File: src/rtl/avg_sched_pkg.sv
// Shared defaults and FSM state type for the per-channel window averager.
package avg_sched_pkg;

  localparam int unsigned DEF_NCH = 4;
  localparam int unsigned DEF_W   = 8;
  localparam int unsigned SUM_W   = DEF_W + 2;
  localparam int unsigned DEPTH   = 4;

  typedef enum logic [1:0] {
    IDLE   = 2'd0,
    SUM    = 2'd1,
    RESULT = 2'd2
  } state_t;

endpackage

File: src/rtl/avg4_diff_unit.sv
// Shared arithmetic: registered 4-sample sum, then average and |avg - last sample|.
module avg4_diff_unit
  import avg_sched_pkg::*;
#(
  parameter int unsigned W = DEF_W
) (
  input  logic           clk,
  input  logic           rst,
  input  logic           load,
  input  logic [4*W-1:0] samples,
  output logic [W-1:0]   avg,
  output logic [W-1:0]   diff
);

  localparam int unsigned SW = W + 2;

  logic [SW-1:0] sum_c;
  logic [SW-1:0] sum_q;
  logic [W-1:0]  last_q;

  always_comb begin
    sum_c = '0;
    for (int k = 0; k < 4; k++) begin
      sum_c = sum_c + SW'(samples[k*W +: W]);
    end
  end

  // Sum and 4th sample are captured once per grant and held through RESULT.
  always_ff @(posedge clk) begin
    if (rst) begin
      sum_q  <= '0;
      last_q <= '0;
    end else if (load) begin
      sum_q  <= sum_c;
      last_q <= samples[3*W +: W];
    end
  end

  always_comb begin
    avg  = W'(sum_q >> 2);
    diff = (avg >= last_q) ? (avg - last_q) : (last_q - avg);
  end

endmodule

File: src/rtl/avg_channel_sched.sv
// Per-channel 4-sample buffers with a round-robin scheduler feeding one shared
// average/abs-diff unit; results leave through a valid/ready handshake.
module avg_channel_sched
  import avg_sched_pkg::*;
#(
  parameter int unsigned NCH = DEF_NCH,
  parameter int unsigned W   = DEF_W
) (
  input  logic                     clk,
  input  logic                     rst,
  input  logic [NCH-1:0]           in_valid,
  input  logic [NCH*W-1:0]         in_data,
  output logic [NCH-1:0]           in_ready,
  output logic                     out_valid,
  input  logic                     out_ready,
  output logic [$clog2(NCH)-1:0]   out_chan,
  output logic [W-1:0]             out_avg,
  output logic [W-1:0]             out_diff,
  output logic                     done
);

  localparam int unsigned CW    = $clog2(NCH);
  localparam int unsigned CNT_W = 3;

  state_t           state;
  logic [CW-1:0]    grant;
  logic [CW-1:0]    last_grant;
  logic [CW-1:0]    next_grant;
  logic             found;
  logic [CW-1:0]    idx;
  logic [NCH-1:0]   pending;
  logic [NCH-1:0]   accept;
  logic [CNT_W-1:0] cnt [NCH];
  logic [W-1:0]     buf_q [NCH][DEPTH];
  logic [4*W-1:0]   sel;

  // A channel is full (pending) exactly when its count reaches 4.
  always_comb begin
    for (int c = 0; c < NCH; c++) begin
      pending[c]  = cnt[c][2];
      in_ready[c] = ~cnt[c][2];
    end
    accept = in_valid & in_ready;
    done   = (state == IDLE) && (pending == '0);
  end

  // Round-robin search starting one past the last served channel.
  always_comb begin
    found      = 1'b0;
    next_grant = '0;
    idx        = '0;
    for (int i = 1; i <= NCH; i++) begin
      idx = last_grant + CW'(i);
      if (!found && pending[idx]) begin
        found      = 1'b1;
        next_grant = idx;
      end
    end
  end

  always_ff @(posedge clk) begin
    for (int c = 0; c < NCH; c++) begin
      if (accept[c]) buf_q[c][cnt[c][1:0]] <= in_data[c*W +: W];
    end
  end

  always_comb begin
    for (int k = 0; k < 4; k++) begin
      sel[k*W +: W] = buf_q[grant][k];
    end
  end

  always_ff @(posedge clk) begin
    if (rst) begin
      state      <= IDLE;
      grant      <= '0;
      last_grant <= CW'(NCH - 1);
      out_valid  <= 1'b0;
      out_chan   <= '0;
      for (int c = 0; c < NCH; c++) cnt[c] <= '0;
    end else begin
      for (int c = 0; c < NCH; c++) begin
        if (accept[c]) cnt[c] <= cnt[c] + CNT_W'(1);
      end
      case (state)
        IDLE: begin
          if (found) begin
            grant <= next_grant;
            state <= SUM;
          end
        end
        SUM: begin
          out_valid <= 1'b1;
          out_chan  <= grant;
          state     <= RESULT;
        end
        RESULT: begin
          if (out_ready) begin
            out_valid  <= 1'b0;
            cnt[grant] <= '0;
            last_grant <= grant;
            state      <= IDLE;
          end
        end
        default: state <= IDLE;
      endcase
    end
  end

  avg4_diff_unit #(.W(W)) u_unit (
    .clk     (clk),
    .rst     (rst),
    .load    (state == SUM),
    .samples (sel),
    .avg     (out_avg),
    .diff    (out_diff)
  );

endmodule

File: config.mk
export PLATFORM = sky130hd
export DESIGN_NAME = avg_channel_sched
export DESIGN_NICKNAME = d
export VERILOG_FILES = /design/src/rtl/avg_sched_pkg.sv /design/src/rtl/avg4_diff_unit.sv /design/src/rtl/avg_channel_sched.sv
export SDC_FILE = /design/constraint.sdc
export NUM_CORES = 1
export LEC_CHECK = 0
export CAP_MARGIN = 20
export CORE_ASPECT_RATIO = 0.8
export CORE_MARGIN = 3
export CORE_UTILIZATION = 60
export CTS_BUF_LIST = sky130_fd_sc_hd__clkbuf_8
export DETAILED_ROUTE_END_ITERATION = 6
export GPL_ROUTABILITY_DRIVEN = 0
export PLACE_DENSITY = 0.82
export REMOVE_ABC_BUFFERS = 1
export SETUP_SLACK_MARGIN = 0.1
export SKIP_LAST_GASP = 1
export SYNTH_ARGS = -nofsm -noshare
export SYNTH_HDL_FRONTEND = slang
export SYNTH_SLANG_ARGS = --single-unit
File: constraint.sdc
create_clock -name clk -period 6.5 [get_ports clk]
set_clock_uncertainty 0.15 [all_clocks]
set_input_delay 0.65 -clock clk [delete_from_list [all_inputs] [get_ports clk]]
set_output_delay 0.65 -clock clk [all_outputs]
set_load 0.02 [all_outputs]
# Word-level counts from Yosys, hierarchy flattened
# Memory sizes are Yosys's and may differ from the RTL's. A register that Yosys moved wholly into a read port is not among the register bits.
# Index checks and enable logic that the tools add are counted.
[totals]
reg_bits = 27
mem_bits_rw = 140
in_bits = 39
out_inout_bits = 24
n_memories = 2
[classes]
addsub = 12
order_cmp = 13
eq_ne = 4
muxes = 58
bitwise = 13
reduce_logical = 18
[memory_table]
columns = ["memory", "words", "width", "read_ports", "rd_ports_with_merged_regs", "wr", "line_no", "source"]
rows = [
  ["buf_q", 4, 32, 1, 1, 4, "avg_channel_sched.sv:34", "logic [W-1:0] buf_q [NCH][DEPTH];"],
  ["cnt", 4, 3, 4, 0, 5, "avg_channel_sched.sv:33", "logic [CNT_W-1:0] cnt [NCH];"],
]
[ops]
columns = ["operator", "count"]
rows = [
  ["32-bit two-way mux", 4],
  ["8-bit demux with 2-bit select", 4],
  ["8-bit two-way mux", 5],
  ["1-bit two-way mux", 27],
  ["10-bit by 8-bit adder with 10-bit output", 2],
  ["2-bit two-way mux", 8],
  ["8-bit subtractor", 2],
  ["3-bit by 1-bit adder with 3-bit output (second input constant)", 4],
  ["3-bit greater-or-equal comparator (second input constant)", 4],
  ["2-bit by 3-bit < comparator with 1-bit output (second input constant)", 4],
  ["3-bit by 1-bit < comparator with 1-bit output (second input constant)", 4],
  ["3-bit two-way mux", 4],
  ["2-bit NOT with 3-bit output", 4],
  ["8-bit by 8-bit adder with 9-bit output", 1],
  ["1-bit binary-select mux with 2-bit select", 4],
  ["8-bit greater-or-equal comparator", 1],
  ["1-bit logical AND", 8],
  ["2-bit AND reduction", 4],
  ["2-bit case mux with 3 select lines", 1],
  ["2-bit adder (second input constant)", 2],
  ["4-bit bitwise AND", 1],
  ["4-bit logical NOT", 1],
  ["2-bit != test (second input constant)", 2],
  ["1-bit NOT", 4],
  ["other kinds (8)", 13],
]

# Longest topological paths before layout
[logic_depth]
ltp_word = 16
depth_mapped = 19
mapped_depth_nobuf = 17

# Cells and area by module
# A second synthesis with hierarchy kept.
[unflattened]
cells_unflattened = 549
area_unflattened_um2 = 7858.8
[modules_own_cells]
columns = ["mod", "n_inst", "cells_each", "area_per_inst_um2"]
rows = [
  ["avg_channel_sched", 1, 318, 5880.6],
  ["avg4_diff_unit", 1, 231, 1978.1],
]

# Worst setup path after synthesis
# OpenSTA, ideal clock, no wires.
[synth_path]
kind = "register to register"
startpoint = "register with a tool-made name"
endpoint = "register u_unit.sum_q[8]"
arrival_ps = 4440
required_ps = 6263
slack_ps = 1823
path_stages_with_launch = 19
n_path_buf = 3
synth_period_minus_slack_ps = 4677
path_cell_list = "dfxtp_1 -> buf_2 -> buf_2 -> buf_2 -> mux4_2 -> ha_1 -> nor2b_1 -> o21ai_0 -> a21boi_0 -> o31ai_1 -> a21bo_2 -> fa_1 -> inv_1 -> ha_1 -> nand4_1 -> nor4bb_1 -> nor3_1 -> xor2_1 -> o31ai_1"
[synth_lines]
columns = ["element", "line_no", "source"]
rows = [
  ["end signal: assignment", "avg4_diff_unit.sv:34", "sum_q <= sum_c;"],
  ["end: declaration", "avg4_diff_unit.sv:18", "logic [SW-1:0] sum_q;"],
]

==> impl_metrics.ini <==
[power]
switching_share_pct = 29.2
powerDensity_nw_per_um2 = 278
ir_drop_mv = 0.190
intPower_mw = 1.79
leakage_nw = 3.27
seq_power_share_pct = 48.5
p_clk_share_pct = 29.6
switchingPower_mw = 0.737
combinationalPowerShare_pct = 21.9

[critical_path]
critPathLaunchType = register
cpMaxStageDelayCell = dfxtp_2
path_class = reg -> reg
required_ps = 6720
crit_path_max_fanout = 19
arrival_ps = 5180
path_cells = mux4_2 -> ha_1 -> inv_1 -> fa_1 -> nor2b_1 -> o21ai_0 -> a21boi_0 -> o31ai_1 -> a21bo_2 -> fa_1 -> inv_1 -> ha_1 -> nand4_1 -> nor4bb_1 -> nor3_1 -> xor2_1 -> o31ai_1
end_kind = register
slowest_delay_ps = 770

[die]
rows = 36
dieArea_um2 = 14600
io_pins = 63
die_h_um = 109
floorplan.initialDensity_pct = 63.2
die_w_um = 134
design.core.area_um2 = 12500

[routing]
viasPerCell = 5.84
dr.pass1.iters = 5
wl_mm = 17.2
drt_iter0_drc = 511
routedWlPerCell_um = 20.6
dr_total_vias = 4873
final_antenna_net_count = 0
drc = 0

[clock_tree]
holdBufCountCts = 0
clock_tree.root_cell = clkbuf_8
clock_sinks = 167
cts.path.max_buffers = 2
path_clk_slew_ps = 90
clock_latency_ps = 460
cts_tree = done
numCtsBuffers = 17
post-cts-setup-buffers = 0
cts_resized = 0
htreeDepth = 4

[sta]
hold_viol = 0
finalSetupViolCount = 0
max_freq_mhz = 202
slew_viol_final = 0
worst_pin_slew_ps = 773
period_share_pct = 76.3
max-slew-margin-rel_pct = 48.5
period_minus_slack_ps = 4960
setup_tns_ps = 0
rsz0062_at_grt = false

[yosys]
yosys_most_used_dff = edfxtp_1
avgSynthCellArea_um2 = 13.6
syn_inst = 583
synth-compound-area-share_pct = 7.08
yosys.area_share.simple_pct = 8.53
synth_top_family_by_area = adder cells
synthDistinctLibCells = 51
synthAdderAreaFrac_pct = 10.2
yosysWarnings = 0
synth_xor_area_share_pct = 1.77
synthesis.area_um2 = 7920
seq_area_frac_synth_pct = 58.4
ys_seq_elements = 167
synthMuxAreaShare_pct = 10.1
synth-edff-count = 128
synthArstFlopShare_pct = 0

[placed_design]
portBuffers = 62
dpl-instance-area_um2 = 8700
hpwl_mm = 12.4

[grt]
grt_max_degree = 29
grt_pass1_wl_mm = 27.3
grt_antenna_before_repair = 0
gr-total-overflow = 0
grt_pass1_vias = 4959
track_usage_pct = 25.2

[job]
maxCapViolations = 0

[finish]
antenna_cells = 0
area_growth_syn_to_layout_pct = 15.0
fin_nets = 747
postLayoutCellArea_um2 = 9110
drive_gt1_share_pct = 11.2

[outcome]
status = finished clean

[min_path]
hold_start = out_chan[1]
hold_path_class = reg -> reg
==> final cells by class <==
cell class                 instances  area [µm²]
inverter                          61         229
fill                             844        3420
clock inverter                    15         168
sequential                       167        4630
clock buffer                      17         234
multi-input combinational        337        2990
tap                              171         214
timing repair buffer              66         651
==> per-stage QoR <==
| step | power, mW | cells | hold slack, ps | util (%) | setup slack [ps] |
|---|---|---|---|---|---|
| detailed placement | 1.79 | 802 | 301 | 69.5 | 1630 |
| CTS | 2.53 | 834 | 314 | 72.7 | 1580 |
| floorplan | 1.61 | 565 | 280 | - | 1300 |
| global placement | 1.77 | 802 | 299 | 69.5 | 1860 |
| global route | 2.65 | 834 | 330 | 72.7 | 1290 |
| finish | 2.53 | 834 | 314 | 72.7 | 1540 |
==> critical path: cells and delay by family, from the launching register on <==
family	cells	cell delay, ps
xor gates and xnor gates	1	150
muxes	1	590
DFF	1	770
and+or+nand+nor	4	620
adders and majority gates	4	1270
AOI/OAI and AO/OA	5	1210
buffers and inverters	2	110
==> worst paths after layout <==
| path | slack, ps | to | cells past startpoint |
|---|---|---|---|
| worst max-delay path | 1540 | u_unit.sum_q[8] | 17 |
| worst min-delay path | 310 | out_chan[1] | 2 |
| worst max register to register | 1540 | u_unit.sum_q[8] | 17 |
| worst min register to register | 310 | out_chan[1] | 2 |
==> cells in the mapped netlist (3+ instances only) <==
master / count / share of area, %
inv_1: 60 / 2.8
buf_2: 5 / 0.32
mux4_2: 32 / 9.1
dfxtp_1: 39 / 9.9
nor2b_1: 10 / 0.79
fa_1: 11 / 2.8
a31oi_1: 3 / 0.24
a21oi_1: 36 / 2.3
nand3b_1: 3 / 0.28
o21a_1: 5 / 0.47
nand2_1: 36 / 1.7
o21ai_0: 11 / 0.70
mux2i_1: 8 / 1.0
xor2_1: 8 / 0.88
o31ai_1: 4 / 0.38
nor3_1: 5 / 0.32
nor2_1: 39 / 1.8
xnor2_1: 8 / 0.88
clkbuf_1: 10 / 0.47
a211oi_1: 6 / 0.57
a21o_1: 4 / 0.38
ha_1: 47 / 7.4
and3_1: 3 / 0.24
edfxtp_1: 128 / 49
nand2b_1: 4 / 0.32
and2_1: 17 / 1.3
nand4_1: 5 / 0.39
nand3_1: 6 / 0.38
==> power groups by stage <==
stage | sequential, mW | combinational [mW] | clock (mW)
floorplan | 1.25 | 0.369 | 0
global placement | 1.25 | 0.526 | 0
detailed placement | 1.25 | 0.546 | 0
CTS | 1.22 | 0.551 | 0.756
global route | 1.23 | 0.614 | 0.804
finish | 1.22 | 0.554 | 0.748
==> layer usage <==
metal	track usage (%)	vias to the layer above	share of wire, %
met2	40.2	199	48
met5	0	-	0
li1	-	2252	-
met1	36.2	2399	44
met3	5.40	23	7.1
met4	5.89	0	1.2
==> cell families (layout without fill, tap and decap cells) <==
group,after synthesis,after routing
AO/OA/AOI/OAI,86,86
XOR/XNOR,16,16
adder cells (fa/ha/maj),58,58
buffers and inverters,79,159
flip-flops,167,167
multiplexers,40,40
AND/OR/NAND/NOR,137,137
==> registers in the layout, indices dropped and copies added (netlist names), named ones only <==
name and cells:
buf_q 128, cnt 12, u_unit.last_q 8, u_unit.sum_q 8, grant 2, last_grant 2, out_chan 2, state 2
out_valid 1
==> layout by cell type, fill, tap and decap left out, types with 10 or more instances in the layout <==
cell type,netlist,final
edfxtp_1,128,128
clkdlybuf4s50_1,0,62
inv_1,60,60
ha_1,47,47
nor2_1,39,39
dfxtp_1,39,38
nand2_1,36,36
a21oi_1,36,36
mux4_2,32,32
and2_1,17,17
clkbuf_8,0,17
o21ai_0,11,11
fa_1,11,11
nor2b_1,10,10
(Power assumes the default switching activity.)
